<file path="config.mk">
export PLATFORM = sky130hd
export DESIGN_NAME = uart_loader
export DESIGN_NICKNAME = d
export VERILOG_FILES = /design/src/rtl/uart_loader.sv
export SDC_FILE = /design/constraint.sdc
export NUM_CORES = 1
export LEC_CHECK = 0
export CAP_MARGIN = 10
export CORE_UTILIZATION = 45
export DETAILED_ROUTE_END_ITERATION = 6
export DONT_BUFFER_PORTS = 1
export SETUP_SLACK_MARGIN = 0.2
export SYNTH_ARGS = -nofsm -noshare
export SYNTH_HDL_FRONTEND = slang
export SYNTH_SLANG_ARGS = --single-unit
</file>
<file path="constraint.sdc">
create_clock -name clk -period 2.2 [get_ports clk]
set_clock_uncertainty 0.05 [all_clocks]
set_input_delay 0.22 -clock clk [delete_from_list [all_inputs] [get_ports clk]]
set_output_delay 0.22 -clock clk [all_outputs]
set_load 0.05 [all_outputs]
</file>
<file path="src/rtl/uart_loader.sv">
// UART command loader: 'W' hi lo data writes one memory byte, 'R' hi lo reads one back.
// Every command gets exactly one reply byte: 'K' for a write, the read data, or '?' for an unknown command.
module uart_loader #(
    parameter int unsigned ADDR_WIDTH = 16,
    parameter int unsigned TIMEOUT    = 120000
) (
    input  logic                  clk,
    input  logic                  rst,
    input  logic                  rx_valid,
    input  logic [7:0]            rx_byte,
    input  logic                  tx_busy,
    output logic                  tx_start,
    output logic [7:0]            tx_byte,
    output logic [ADDR_WIDTH-1:0] mem_addr,
    output logic [7:0]            mem_wdata,
    output logic                  mem_we,
    output logic                  mem_re,
    input  logic [7:0]            mem_rdata,
    output logic                  busy,
    output logic                  overrun
);
    localparam int unsigned      CNT_W     = (TIMEOUT < 1) ? 1 : $clog2(TIMEOUT + 1);
    localparam logic [CNT_W-1:0] CNT_LAST  = CNT_W'(TIMEOUT - 1);
    localparam logic [7:0]       CMD_WR    = 8'h57;
    localparam logic [7:0]       CMD_RD    = 8'h52;
    localparam logic [7:0]       REPLY_OK  = 8'h4B;
    localparam logic [7:0]       REPLY_ERR = 8'h3F;

    typedef enum logic [2:0] {
        S_IDLE,
        S_ADDR_HI,
        S_ADDR_LO,
        S_DATA,
        S_RD_REQ,
        S_RD_WAIT,
        S_SEND,
        S_HOLD
    } state_t;

    state_t                  state_q, state_d;
    logic                    cmd_wr_q, cmd_wr_d;
    logic [7:0]              addr_hi_q, addr_hi_d;
    logic [CNT_W-1:0]        cnt_q, cnt_d;
    logic                    hold_first_q, hold_first_d;
    logic                    tx_start_q, tx_start_d;
    logic [7:0]              tx_byte_q, tx_byte_d;
    logic [ADDR_WIDTH-1:0]   mem_addr_q, mem_addr_d;
    logic [7:0]              mem_wdata_q, mem_wdata_d;
    logic                    mem_we_q, mem_we_d;
    logic                    mem_re_q, mem_re_d;
    logic                    busy_q, busy_d;
    logic                    overrun_q, overrun_d;
    logic                    expired_c;

    assign expired_c = (cnt_q == CNT_LAST);

    // Next-state and next-output logic; the counter only advances while a command is half-received.
    always_comb begin
        state_d      = state_q;
        cmd_wr_d     = cmd_wr_q;
        addr_hi_d    = addr_hi_q;
        cnt_d        = '0;
        hold_first_d = 1'b0;
        tx_start_d   = 1'b0;
        tx_byte_d    = tx_byte_q;
        mem_addr_d   = mem_addr_q;
        mem_wdata_d  = mem_wdata_q;
        mem_we_d     = 1'b0;
        mem_re_d     = 1'b0;
        overrun_d    = overrun_q;

        unique case (state_q)
            S_IDLE: begin
                if (rx_valid) begin
                    if (rx_byte == CMD_WR || rx_byte == CMD_RD) begin
                        cmd_wr_d = (rx_byte == CMD_WR);
                        state_d  = S_ADDR_HI;
                    end else begin
                        tx_byte_d = REPLY_ERR;
                        state_d   = S_SEND;
                    end
                end
            end
            S_ADDR_HI: begin
                if (rx_valid) begin
                    addr_hi_d = rx_byte;
                    state_d   = S_ADDR_LO;
                end else if (expired_c) begin
                    state_d = S_IDLE;
                end else begin
                    cnt_d = cnt_q + CNT_W'(1);
                end
            end
            S_ADDR_LO: begin
                if (rx_valid) begin
                    mem_addr_d = ADDR_WIDTH'({addr_hi_q, rx_byte});
                    if (cmd_wr_q) begin
                        state_d = S_DATA;
                    end else begin
                        mem_re_d = 1'b1;
                        state_d  = S_RD_REQ;
                    end
                end else if (expired_c) begin
                    state_d = S_IDLE;
                end else begin
                    cnt_d = cnt_q + CNT_W'(1);
                end
            end
            S_DATA: begin
                if (rx_valid) begin
                    mem_wdata_d = rx_byte;
                    mem_we_d    = 1'b1;
                    tx_byte_d   = REPLY_OK;
                    state_d     = S_SEND;
                end else if (expired_c) begin
                    state_d = S_IDLE;
                end else begin
                    cnt_d = cnt_q + CNT_W'(1);
                end
            end
            // mem_re is high during RD_REQ, so read data is valid while in RD_WAIT.
            S_RD_REQ:  state_d = S_RD_WAIT;
            S_RD_WAIT: begin
                tx_byte_d = mem_rdata;
                state_d   = S_SEND;
            end
            S_SEND: begin
                if (!tx_busy) begin
                    tx_start_d   = 1'b1;
                    hold_first_d = 1'b1;
                    state_d      = S_HOLD;
                end
            end
            S_HOLD: begin
                if (!hold_first_q && !tx_busy) begin
                    state_d = S_IDLE;
                end
            end
            default: state_d = S_IDLE;
        endcase

        if (rx_valid && (state_q == S_RD_REQ || state_q == S_RD_WAIT ||
                         state_q == S_SEND   || state_q == S_HOLD)) begin
            overrun_d = 1'b1;
        end

        busy_d = (state_d != S_IDLE);
    end

    always_ff @(posedge clk or posedge rst) begin
        if (rst) begin
            state_q      <= S_IDLE;
            cmd_wr_q     <= 1'b0;
            addr_hi_q    <= '0;
            cnt_q        <= '0;
            hold_first_q <= 1'b0;
            tx_start_q   <= 1'b0;
            tx_byte_q    <= '0;
            mem_addr_q   <= '0;
            mem_wdata_q  <= '0;
            mem_we_q     <= 1'b0;
            mem_re_q     <= 1'b0;
            busy_q       <= 1'b0;
            overrun_q    <= 1'b0;
        end else begin
            state_q      <= state_d;
            cmd_wr_q     <= cmd_wr_d;
            addr_hi_q    <= addr_hi_d;
            cnt_q        <= cnt_d;
            hold_first_q <= hold_first_d;
            tx_start_q   <= tx_start_d;
            tx_byte_q    <= tx_byte_d;
            mem_addr_q   <= mem_addr_d;
            mem_wdata_q  <= mem_wdata_d;
            mem_we_q     <= mem_we_d;
            mem_re_q     <= mem_re_d;
            busy_q       <= busy_d;
            overrun_q    <= overrun_d;
        end
    end

    assign tx_start  = tx_start_q;
    assign tx_byte   = tx_byte_q;
    assign mem_addr  = mem_addr_q;
    assign mem_wdata = mem_wdata_q;
    assign mem_we    = mem_we_q;
    assign mem_re    = mem_re_q;
    assign busy      = busy_q;
    assign overrun   = overrun_q;

endmodule

</file>
* Word level (Yosys, flattened, before mapping)
Index checks and enable logic that the tools add are counted.
** Word-level totals
- Register bits after elaboration :: 66
- Bits of input ports :: 20
- Output and inout bits :: 37
- Word-level logic and storage cells :: 67
** Cells by class
- Add/subtract/negate cells :: 1
- Equal/unequal tests :: 13
- Muxes and demuxes :: 24
- Reductions and logical operators :: 17
** Operators by type and width (number)
- two-way mux 17 bit :: 3
- two-way mux 3 bit :: 9
- two-way mux 8 bit :: 3
- case mux 3 bit (8 select lines) :: 1
- case mux 8 bit (3 select lines) :: 1
- adder 17 x 1 -> 17 bit, second input constant :: 1
- == test 17 bit, second input constant :: 1
- == test 8 x 7 -> 1 bit, second input constant :: 2
- == test 3 bit, second input constant :: 4
- two-way mux 1 bit :: 7
- == test 3 x 2 -> 1 bit, second input constant :: 2
- != test 2 bit, second input constant :: 3
- AND reduction 2 bit :: 3
- nonzero test 3 bit :: 2
- logical OR 1 bit :: 4
- AND reduction 4 bit :: 1
- == test 3 x 1 -> 1 bit, second input constant :: 1
- logical NOT 3 bit :: 1
- AND reduction 3 bit :: 1
- OR reduction 3 bit :: 1
- logical AND 1 bit :: 2
- logical NOT 1 bit :: 2

* Depth between registers and ports, before layout
- Depth after elaboration :: 6
- Mapped depth :: 7
- Gate-level depth less buffers :: 5

* Least setup slack after synthesis
OpenSTA, ideal clock, no wires.
- Kind :: flip-flop to flip-flop
- Start :: register state_q[0]
- End :: register busy_q (netlist: busy)
- Library setup time :: 72 ps
- Arrival :: 1748 ps
- Required time :: 2078 ps
- Slack :: 330 ps
- Stages on the path, launching flop included :: 7
- Path buffers :: 1
- Clock period less this slack :: 1870 ps
- Path through :: dfrtp_1 buf_6 or4b_1 or4_4 o22ai_2 a31oi_1 nand4b_1
** Between the ends
- Longest elaborated chain between the ends :: 4
- Elaborated cells between the ends (all ways) :: 17
- Classes of those cells :: eq/ne: 7; mux: 8; reduce/logical: 2
** RTL lines
- start: declaration :: RTL line 40 : state_t state_q, state_d;
- start signal: assignment :: RTL line 166 : state_q <= state_d;
- two-way mux 3 bit :: RTL line 88, 103, 115
- two-way mux 3 bit, on equally long branches :: RTL line 110, 85, 95
- case mux 3 bit (8 select lines) (*) :: RTL line 72 : unique case (state_q)
- nonzero test 3 bit (*) :: RTL line 147 : busy_d = (state_d != S_IDLE);
- via busy_d :: RTL line 51 : logic busy_q, busy_d;
- end signal: assignment :: RTL line 177 : busy_q <= busy_d;
- end: declaration :: RTL line 51
Mark *: on every way through the listed nets, which the timed path passes. The rest lies on a longest branch.
A chain may end at the register's enable or synchronous reset.

* Worst setup path in the final report
- Start :: register state_q[1]
- End :: register busy_q (netlist: busy)
Same word-level chain as after synthesis.

==> flow_metrics.tcl <==
set metrics [dict create \
    first_pass_iters 4 \
    ys.warnings.count 0 \
    cap_viol_max_count 0 \
    crit_path_end_kind "register" \
    multi_input_area_sq_mm 0.001111 \
    grt-ovfl-total 0 \
    area_growth_pct 15.82 \
    io_buffers 0 \
    num_io_pins 57 \
    regArea_sq_mm 0.001652 \
    fillers 535 \
    n_antenna_cell 0 \
    finalMaxSlewViolations 0 \
    globalplace.congestion 0.8276 \
    clock_sinks 66 \
    synthCells 253 \
    finalPower_mw 4.679 \
    min-delay-start "rx_byte[2]" \
    drive_gt1_share_pct 19.01 \
    drtIter0Drc 96 \
    top_usage_layer "met2" \
    cp.arrival_ps 2100 \
    r2r_cells 5 \
    p_leak_nw 1.434 \
    drc 0 \
    synth-edff-count 0 \
    start_util_pct 47.24 \
    grt_pass1_wl_microns 9156 \
    hold_class "in2reg" \
    final_util_pct 54.71 \
    yosysUniqueCellTypes 39 \
    finalNonFillerCells 359 \
    grt_max_degree 29 \
    use_met3_pct 8.556 \
    period_share_pct 85.78 \
    grt_pass1_vias 1879 \
    netlist_top_cells_area "dfrtp_1 (58%), mux2_2 (9.5%), nand2_1 (3.7%)" \
    avgSynthCellArea_sq_um 11.25 \
    clockRootBuffer "clkbuf_8" \
    met2_usage_pct 27.33 \
    place_area_sq_mm 0.002960 \
    core_area_sq_mm 0.006026 \
    clk_latency_ps 330 \
    pre_cts_ws_ps 207.9 \
    yosys_most_used_dff "dfrtp_1" \
    grt_usage_pct 18.73 \
    yosysTopAreaCell "dfrtp_1" \
    hold_slack_ps 25.13 \
    row_count 28 \
    rr_startpoint "state_q[1]" \
    async_flop_share_pct 100.0 \
    worst_slack_ps 312.8 \
    critPathMaxFanout 3 \
    rsz0062_at_grt "false" \
    min_path_cells 2 \
    cts_tree "done" \
    clockBufferDepth 2 \
    cts_setup_buffers 0 \
    dieArea_sq_mm 0.006648 \
    routedWlPerCell_microns 15.85 \
    final_cell_area_sq_mm 0.003297 \
    layout.nets 300 \
    syn_area_sq_mm 0.002846 \
    powerDensity_mw_per_mm2 1419 \
    irDropWorstVdd_uv 886.8 \
    slew_headroom_pct 55.09 \
    netlist.area_leader.share_pct 58.02 \
    status "complete, no violations" \
    crit_start "state_q[1]" \
    use_met1_pct 24.98 \
    start_kind "register" \
    wl_microns 5691 \
    hold_viol 0 \
    cts_max_level 3 \
    worstSetupPathType "reg2reg" \
    dp.cells 328 \
    synth-seq-cells 66 \
    viasPerCell 5.320 \
    tightest_slew_ps 665.0 \
    cts_made_buffers 9 \
    die_h_microns 81.54 \
    antenna_found_initial 0 \
    drtAntennaViolNets 0 \
    setup_violations 0 \
    fin_tns_setup_ps 0 \
    via_count 1910 \
    dp_hpwl_microns 3740 \
    clkTransAtPathRegs_ps 70 \
    syn_nets 274 \
    required_ps 2410 \
    yosysSeqAreaShare_pct 58.02 \
    fmax_ghz 0.5299 \
    min_period_ps 1887 \
    die_x_microns 81.54 \
]
-- worst max-delay path, cell delays in order, from the launching register on --
cell and delay (ps):
dfrtp_1 370, or4b_1 530, or4_4 510, o22ai_2 160, a31oi_1 70, nand4b_1 120
-- synthesized netlist by cell type (3+ instances only) --
master / number
a31oi_1: 4
clkbuf_1: 5
dfrtp_1: 66
inv_1: 13
mux2_2: 24
nand2_1: 28
nand2b_1: 3
nand3_1: 8
nand4_1: 5
nor2_1: 27
nor3_1: 3
o21ai_0: 15
o22a_1: 3
xnor2_1: 7
xor2_1: 9
-- sequential cells by signal (all words and copies together), names as in the netlist, 3 cells and up --
name       flops
addr_hi_q      8
cnt_q         17
mem_addr      16
mem_wdata      8
state_q        3
tx_byte        8
-- placed cells by master, fill, tap and decap left out, types with 3 or more instances in the layout --
| master | synthesis | routed |
|---|---|---|
| dfrtp_1 | 66 | 66 |
| nand2_1 | 28 | 28 |
| nor2_1 | 27 | 27 |
| mux2_2 | 24 | 24 |
| o21ai_0 | 15 | 15 |
| dlygate4sd3_1 | 0 | 15 |
| inv_1 | 13 | 12 |
| clkbuf_8 | 0 | 11 |
| xor2_1 | 9 | 9 |
| buf_4 | 0 | 8 |
| nand3_1 | 8 | 7 |
| xnor2_1 | 7 | 7 |
| nand4_1 | 5 | 5 |
| a31oi_1 | 4 | 4 |
| nand2b_1 | 3 | 3 |
| o22a_1 | 3 | 3 |
| nor3_1 | 3 | 3 |
-- power breakdown --
group / total [mW] / leakage, nW / switching, mW / internal (mW)
Combinational: 0.985 / 0.522 / 0.512 / 0.473
Clock: 0.915 / 0.0924 / 0.446 / 0.469
Sequential: 2.78 / 0.819 / 1.20 / 1.58
Total: 4.68 / 1.43 / 2.16 / 2.52
-- per-layer routing --
metal  share of wire [%]  up-vias
li1                    -      923
met3                 6.4        4
met1                  48      933
met4                0.81        0
met5                   0        -
met2                  45       50
-- final cells by class --
type                            instances  area share (%)
Timing Repair Buffer                   23           6.376
Clock inverter                          4          0.7970
Inverter                               13           1.480
Multi-Input combinational cell        166           33.70
Tap cell                               75           2.846
Sequential cell                        66           50.09
Clock buffer                           12           4.706
-- path summary, 6_finish.rpt --
check,slack (ps),to
hold reg to reg,450,mem_addr[15]
hold / removal,30,mem_wdata[2]
max in group asynchronous,1130,cnt_q[10]
setup / recovery,310,busy
setup reg to reg,310,busy
min in group asynchronous,270,addr_hi_q[4]
-- kinds of logic (layout without fill, tap and decap cells) --
kind of cell | count (synthesis) | after routing | synth area share, %
and+or+nand+nor | 93 | 93 | 16.88
DFF | 66 | 66 | 58.02
AOI/OAI and AO/OA | 32 | 32 | 7.121
muxes | 24 | 24 | 9.495
buffers and inverters | 21 | 52 | 3.121
xor gates and xnor gates | 16 | 16 | 4.923
adders and majority gates | 1 | 1 | 0.4395
-- timing repair --
item / 4_1_cts / 5_1_grt
hold endpoints to repair: 46 / 0
hold buffers: 15 / 0
resized for setup: 0 / 1
setup endpoints to repair: 0 / 2
(Power assumes the default switching activity.)
